<file path="src/rtl/mem_arb_pkg.sv">
// Shared types and constants for the unified-memory arbiter.
package mem_arb_pkg;

  localparam int unsigned LAT_W = 4;

  typedef enum logic [1:0] {
    ST_IDLE = 2'd0,
    ST_IF   = 2'd1,
    ST_DM   = 2'd2
  } arb_state_e;

endpackage

</file>
<file path="src/rtl/mem_arb_lat_cnt.sv">
// Loadable down-counter timing one memory access; zero marks the final access cycle.
module mem_arb_lat_cnt
  import mem_arb_pkg::*;
(
  input  logic             clk,
  input  logic             rst_n,
  input  logic             load,
  input  logic [LAT_W-1:0] load_val,
  input  logic             dec,
  output logic             zero
);

  logic [LAT_W-1:0] cnt_q;

  always_ff @(posedge clk or negedge rst_n) begin
    if (!rst_n) begin
      cnt_q <= '0;
    end else if (load) begin
      cnt_q <= load_val;
    end else if (dec && (cnt_q != '0)) begin
      cnt_q <= cnt_q - 1'b1;
    end
  end

  assign zero = (cnt_q == '0);

endmodule

</file>
<file path="src/rtl/mem_arbiter.sv">
// Single-port memory arbiter between instruction fetch and data access (data has priority).
// Optional perf counters are built only when MEM_ARB_PERF_EN is defined.
module mem_arbiter
  import mem_arb_pkg::*;
#(
  parameter int unsigned ADDR_W  = 16,
  parameter int unsigned DATA_W  = 16,
  parameter int unsigned MEM_LAT = 2
) (
  input  logic              clk,
  input  logic              rst_n,
  input  logic              if_req,
  input  logic [ADDR_W-1:0] if_addr,
  output logic [DATA_W-1:0] if_rdata,
  output logic              if_valid,
  input  logic              flush,
  input  logic              halt,
  input  logic              dm_re,
  input  logic              dm_we,
  input  logic [ADDR_W-1:0] dm_addr,
  input  logic [DATA_W-1:0] dm_wdata,
  output logic [DATA_W-1:0] dm_rdata,
  output logic              dm_valid,
  output logic              stall,
  output logic              mem_en,
  output logic              mem_we,
  output logic [ADDR_W-1:0] mem_addr,
  output logic [DATA_W-1:0] mem_wdata,
  input  logic [DATA_W-1:0] mem_rdata,
  output logic [15:0]       cnt_conflict,
  output logic [15:0]       cnt_stall
);

  arb_state_e        state_q, state_d;
  logic [ADDR_W-1:0] addr_q;
  logic [DATA_W-1:0] wdata_q, if_rdata_q, dm_rdata_q;
  logic              we_q, drop_q, if_valid_q, dm_valid_q;
  logic              dm_pend, if_pend, grant_dm, grant_if, done, lat_zero;

  // A requester still holds its request during its valid cycle; mask it so the
  // valid cycle can arbitrate for the other port without re-granting.
  assign dm_pend = (dm_re | dm_we) & ~dm_valid_q;
  assign if_pend = if_req & ~if_valid_q;

  always_comb begin
    state_d  = state_q;
    grant_dm = 1'b0;
    grant_if = 1'b0;
    done     = 1'b0;
    unique case (state_q)
      ST_IDLE: begin
        if (dm_pend) begin
          grant_dm = 1'b1;
          state_d  = ST_DM;
        end else if (if_pend && !flush && !halt) begin
          grant_if = 1'b1;
          state_d  = ST_IF;
        end
      end
      ST_IF, ST_DM: begin
        if (lat_zero) begin
          done    = 1'b1;
          state_d = ST_IDLE;
        end
      end
      default: state_d = ST_IDLE;
    endcase
  end

  mem_arb_lat_cnt u_lat_cnt (
    .clk      (clk),
    .rst_n    (rst_n),
    .load     (grant_dm | grant_if),
    .load_val (LAT_W'(MEM_LAT - 1)),
    .dec      (state_q != ST_IDLE),
    .zero     (lat_zero)
  );

  always_ff @(posedge clk or negedge rst_n) begin
    if (!rst_n) begin
      state_q    <= ST_IDLE;
      addr_q     <= '0;
      wdata_q    <= '0;
      we_q       <= 1'b0;
      drop_q     <= 1'b0;
      if_rdata_q <= '0;
      if_valid_q <= 1'b0;
      dm_rdata_q <= '0;
      dm_valid_q <= 1'b0;
    end else begin
      state_q    <= state_d;
      if_valid_q <= 1'b0;
      dm_valid_q <= 1'b0;
      if (grant_dm || grant_if) begin
        addr_q  <= grant_dm ? dm_addr : if_addr;
        wdata_q <= grant_dm ? dm_wdata : '0;
        we_q    <= grant_dm & dm_we;
      end
      if (state_q == ST_IF) begin
        if (done) begin
          drop_q <= 1'b0;
          // A flush in the final cycle squashes the fetch just like an earlier one.
          if (!(drop_q || flush)) begin
            if_valid_q <= 1'b1;
            if_rdata_q <= mem_rdata;
          end
        end else if (flush) begin
          drop_q <= 1'b1;
        end
      end
      if ((state_q == ST_DM) && done) begin
        dm_valid_q <= 1'b1;
        if (!we_q) begin
          dm_rdata_q <= mem_rdata;
        end
      end
    end
  end

  assign mem_en    = (state_q != ST_IDLE);
  assign mem_we    = (state_q == ST_DM) & we_q;
  assign mem_addr  = addr_q;
  assign mem_wdata = wdata_q;
  assign if_rdata  = if_rdata_q;
  assign if_valid  = if_valid_q;
  assign dm_rdata  = dm_rdata_q;
  assign dm_valid  = dm_valid_q;
  assign stall     = (if_req & ~if_valid_q) | ((dm_re | dm_we) & ~dm_valid_q);

`ifdef MEM_ARB_PERF_EN
  logic [15:0] cnt_conflict_q, cnt_stall_q;

  always_ff @(posedge clk or negedge rst_n) begin
    if (!rst_n) begin
      cnt_conflict_q <= '0;
      cnt_stall_q    <= '0;
    end else begin
      if ((state_q == ST_IDLE) && dm_pend && if_pend && (cnt_conflict_q != 16'hFFFF)) begin
        cnt_conflict_q <= cnt_conflict_q + 16'd1;
      end
      if (stall && (cnt_stall_q != 16'hFFFF)) begin
        cnt_stall_q <= cnt_stall_q + 16'd1;
      end
    end
  end

  assign cnt_conflict = cnt_conflict_q;
  assign cnt_stall    = cnt_stall_q;
`else
  assign cnt_conflict = 16'h0000;
  assign cnt_stall    = 16'h0000;
`endif

endmodule
</file>
<file path="config.mk">
export PLATFORM = sky130hd
export DESIGN_NAME = mem_arbiter
export DESIGN_NICKNAME = d
export VERILOG_FILES = /design/src/rtl/mem_arb_pkg.sv /design/src/rtl/mem_arb_lat_cnt.sv /design/src/rtl/mem_arbiter.sv
export SDC_FILE = /design/constraint.sdc
export NUM_CORES = 1
export LEC_CHECK = 0
export CAP_MARGIN = 20
export CORE_MARGIN = 4
export CORE_UTILIZATION = 35
export DETAILED_ROUTE_END_ITERATION = 12
export GPL_TIMING_DRIVEN = 0
export PLACE_DENSITY = 0.77
export SYNTH_ARGS = -nofsm -noshare
export SYNTH_HDL_FRONTEND = slang
export SYNTH_SLANG_ARGS = --single-unit
export TNS_END_PERCENT = 30
</file>
<file path="constraint.sdc">
create_clock -name clk -period 4.6 [get_ports clk]
set_input_delay 1.38 -clock clk [delete_from_list [all_inputs] [get_ports clk]]
set_output_delay 1.38 -clock clk [all_outputs]
set_load 0.01 [all_outputs]
</file>
---- After elaboration in Yosys (flattened, before gate mapping) ----
Index checks and enable logic that the tools add are counted.
storage, ports and cells
  flip-flop bits (word level) ............. 74
  bits of input ports ..................... 71
operators by class
  add/sub/neg operators ................... 1
  equality and inequality tests ........... 4
  muxes and demuxes ....................... 21
  bitwise logic cells ..................... 11
  reduce and logical (&&, ||, !) cells .... 19
operators by type and width
  operator                                                               number
  16-bit two-way mux                                                     2
  1-bit two-way mux                                                      13
  4-bit two-way mux                                                      2
  2-bit two-way mux                                                      3
  2-bit AND reduction                                                    3
  2-bit nonzero test                                                     3
  1-bit AND                                                              4
  1-bit logical AND                                                      4
  4-bit logical NOT                                                      1
  1-bit NOT                                                              4
  2-bit one-hot mux with 2 select lines                                  1
  4-bit nonzero test                                                     1
  4-bit by 1-bit subtractor with 4-bit output, second input constant     1
  3-bit != test, second input constant                                   1
  1-bit bitwise OR                                                       3
  3-bit AND reduction                                                    1
  2-bit by 1-bit equality test with 1-bit output, second input constant  1
  2-bit equality test, second input constant                             1
  1-bit logical NOT                                                      2
  2-bit logical NOT                                                      1
  1-bit logical OR                                                       2
  2-bit != test, second input constant                                   1
  2-bit OR reduction                                                     1

---- Longest topological paths before layout ----
  depth in word-level cells ............... 9
  mapped depth ............................ 7
  gate-level depth less buffers ........... 5

---- Modules after synthesis ----
A second synthesis with hierarchy kept.
unflattened totals
  cell total of the unflattened synthesis .. 286
  area total of the unflattened synthesis .. 3,428.3 um^2
modules (own cells, without submodules)
  module           instances  cells an instance  area an instance (um^2)  sequential area each (um^2)
  mem_arbiter      1          259                3,158.0                  1,751.7
  mem_arb_lat_cnt  1          27                 270.3                    100.1

---- Worst setup path after synthesis ----
OpenSTA, ideal clock, no wires.
  path type ............................... input-to-output
  from .................................... in dm_we
  to ...................................... out stall
  arrival time ............................ 2,308 ps
  slack ................................... 912 ps
  stages .................................. 3
  buffers on the path ..................... 1
  cells stage by stage .................... o21bai_1 clkbuf_1 o21ai_0
between the ends
  longest elaborated chain between the ends .. 3
RTL lines
  element           line                source
  start, declared   mem_arbiter.sv:19   input logic dm_we,
  1-bit bitwise OR  mem_arbiter.sv:128  assign stall = (if_req & ~if_valid_q) | ((dm_re | dm_we) & ~dm_valid_q);
  1-bit AND         mem_arbiter.sv:128
  1-bit bitwise OR  mem_arbiter.sv:128
  end, declared     mem_arbiter.sv:24   output logic stall,
No other way between the ends.

---- Worst setup path in the final report ----
Same ends and word-level chain as after synthesis.

==> reports/results.ini <==
[logic_synthesis]
synth_cell_type_count=37
synth-seq-cells=74
syn_inst=288
synth_area_per_cell_um2=11.8
yosysSeqAreaShare_pct=54.5
yosys_warnings=0
syn_area_um2=3400

[timing]
worst_slew_margin_rel_pct=61.8
rsz0062_at_grt=false
period_share_pct=97.4
timing.final.max_slew_violations=0
hold_ws_ns=0.507
skew_ns=0.0108
setup_ws_ns=0.121
setup_violations=0
max_freq_mhz=223
min_period_ns=4.48
finalHoldViolations=0
tightest_slew_ns=0.569

[placed_design]
place_ws_ns=-0.374
io_buffers=139
post-dp-hpwl_um=7070
gp_congestion=0.778

[route]
via_per_inst=4.70
drc_errors=0
drt_iter0_drc=69
ant_nets=0
post_drt_wl_per_cell_um=15.5
vias=2838
routed_wl_um=9360
drtPass1Iterations=5

[clock_network]
clk_pin_slew_ns=0.08
insertion_delay_ns=0.35
post_cts_buffers=0
htreeDepth=3
cts_root_buf=clkbuf_8
clkSinkCount=74
cts.path.max_buffers=2
cts_tree=yes
cts_buffers=9

[global_routing]
gr-usage-all-layers_pct=16.8
grt_max_degree=48
grt_first_pass_wirelength_um=15200
antenna_found_initial=0
grt-ovfl-total=0
first_global_vias=3017

[floorplan]
ioPinCount=172
die_y_um=107
die_x_um=107
die_area_um2=11400
start_util_pct=36.4
core_area_um2=9330
row_count=35

[setup_path]
cp_max_fo=10
endpoint_kind=output port
reg2regPathDepth=7
worstSetupPathType=primary input to output port
worstPathRequired_ns=3.22
cp_data_arrival_time_ns=3.10
start_kind=primary input

[layout]
areaGrowthSynthToFinish_pct=56.8
fillers=795
antenna_cells=0
fin_nets=546
drive_gt1_share_pct=19.6
layout_common_cells=clkdlybuf4s50_1 (138), dfrtp_1 (74), buf_4 (33)
layout_commonest_cell=clkdlybuf4s50_1

[power_and_ir_drop]
clkPwrFrac_pct=18.0
peakVddDrop_uv=221
p_int_mw=2.08
comb_power_share_pct=48.2
power.total_mw=3.20
pwr_density_cell_nw_per_um2=600
switchingPower_mw=1.12
seqPwrFrac_pct=33.8
swShare_pct=35.1
leakagePower_nw=2.42

[worst_hold_path]
min_path_cells=1
hp-class=flop to flop

[outcome]
status=completed

[flow_run]
drv_cap=0

critical path, cell delays in order:
cell and delay [ns]:
clkdlybuf4s50_1 0.49, o21bai_4 0.31, clkbuf_2 0.29, o21ai_0 0.12
clkdlybuf4s50_1 0.51
final cells by class:
cell class                 count  area (µm²)  share of cell area, %
timing repair buffer         140        1420                   26.6
clock buffer                   9         124                   2.32
multi-input combinational    173        1270                   23.9
tap                          129         161                   3.03
clock inverter                 7        98.8                   1.85
inverter                      24        90.1                   1.69
buffer                        48         312                   5.85
sequential                    74        1850                   34.8
through the flow:
stage | setup TNS (ns) | instances | instance area, µm² | util, %
6_report | 0 | 604 | 5330 | 57.1
5_1_grt | 0 | 604 | 5330 | 57.1
4_1_cts | 0 | 604 | 5320 | 57.0
3_5_place_dp | -0.374 | 588 | 5090 | 54.6
3_3_place_gp | -33.19 | 587 | 5070 | 54.3
2_1_floorplan | 0 | 319 | 3520 | -
synthesized netlist by cell type:
library cell,number,area [µm²]
o211ai_1,17,128
buf_4,32,240
ha_1,5,62.6
o21ai_1,1,5.00
nand2_1,3,11.3
nand4_2,1,12.5
nor2b_1,2,12.5
a22o_1,17,149
xnor2_1,1,8.76
and2_1,1,6.26
o22ai_1,1,6.26
a31oi_1,1,6.26
mux2_2,32,360
inv_1,24,90.1
nand3_1,17,85.1
o2bb2ai_1,1,8.76
o21ai_0,2,10.0
nor2_1,5,18.8
a21oi_1,4,20.0
nand4_1,16,100
clkbuf_1,13,48.8
nor3b_2,1,12.5
o21bai_1,1,7.51
o311ai_0,1,8.76
or2_2,1,6.26
buf_6,1,11.3
nor4b_2,1,15.0
o21ba_2,1,10.0
conb_1,1,3.75
or3b_1,1,8.76
dfrtp_1,74,1850
buf_2,2,10.0
mux2i_1,2,20.0
o21a_1,1,7.51
a22oi_1,1,7.51
nor4_1,2,12.5
nor3_4,1,16.3
per-layer routing:
| metal | vias up | global-route usage (%) | routed length [µm] |
|---|---|---|---|
| met2 | 120 | 28.5 | 4730 |
| met1 | 1376 | 20.2 | 3750 |
| met3 | 14 | 5.10 | 739 |
| met4 | 0 | 6.30 | 143 |
| met5 | - | 0 | 0 |
| li1 | 1328 | - | - |
path summary, 6_finish.rpt:
path	from	endpoint	slack (ns)
max	dm_we	stall	0.12
max reg2reg	u_lat_cnt.cnt_q[0]	dm_rdata[1]	2.28
min in group asynchronous	rst_n	if_rdata[11]	0.95
min	if_rdata[4]	if_rdata[4]	0.51
max in group asynchronous	rst_n	mem_addr[4]	3.09
min reg2reg	if_rdata[4]	if_rdata[4]	0.51
state kept, by name, indices dropped and copies added, names as in the netlist:
name and count:
mem_wdata 16, state_q 2, if_rdata 16, u_lat_cnt.cnt_q 4, we_q 1, dm_rdata 16
mem_addr 16, if_valid 1, drop_q 1, dm_valid 1
cell families after synthesis:
kind of cell / count (synthesis) / synth area share [%]
multiplexers: 34 / 11.2
buffers and inverters: 72 / 11.8
adder cells (fa/ha/maj): 5 / 1.84
AND/OR/NAND/NOR: 52 / 9.35
XOR/XNOR: 1 / 0.258
flip-flops: 74 / 54.5
other: 1 / 0.110
AO/OA/AOI/OAI: 49 / 11.0
timing repair:
action,4_1_cts,5_1_grt
setup endpoints to repair,1,1
hold buffers,0,0
gates resized for setup,2,1
gates cloned,0,0
power groups by stage:
stage                     registers, mW  logic, mW  clock network [mW]
after detailed placement           1.10       1.54                   0
final                              1.08       1.54               0.574
after global placement             1.08       1.50                   0
after floorplan                    1.20      0.661                   0
after CTS                          1.08       1.55               0.592
after global routing               1.12       1.68               0.624
Power figures use the tool's default switching activity.
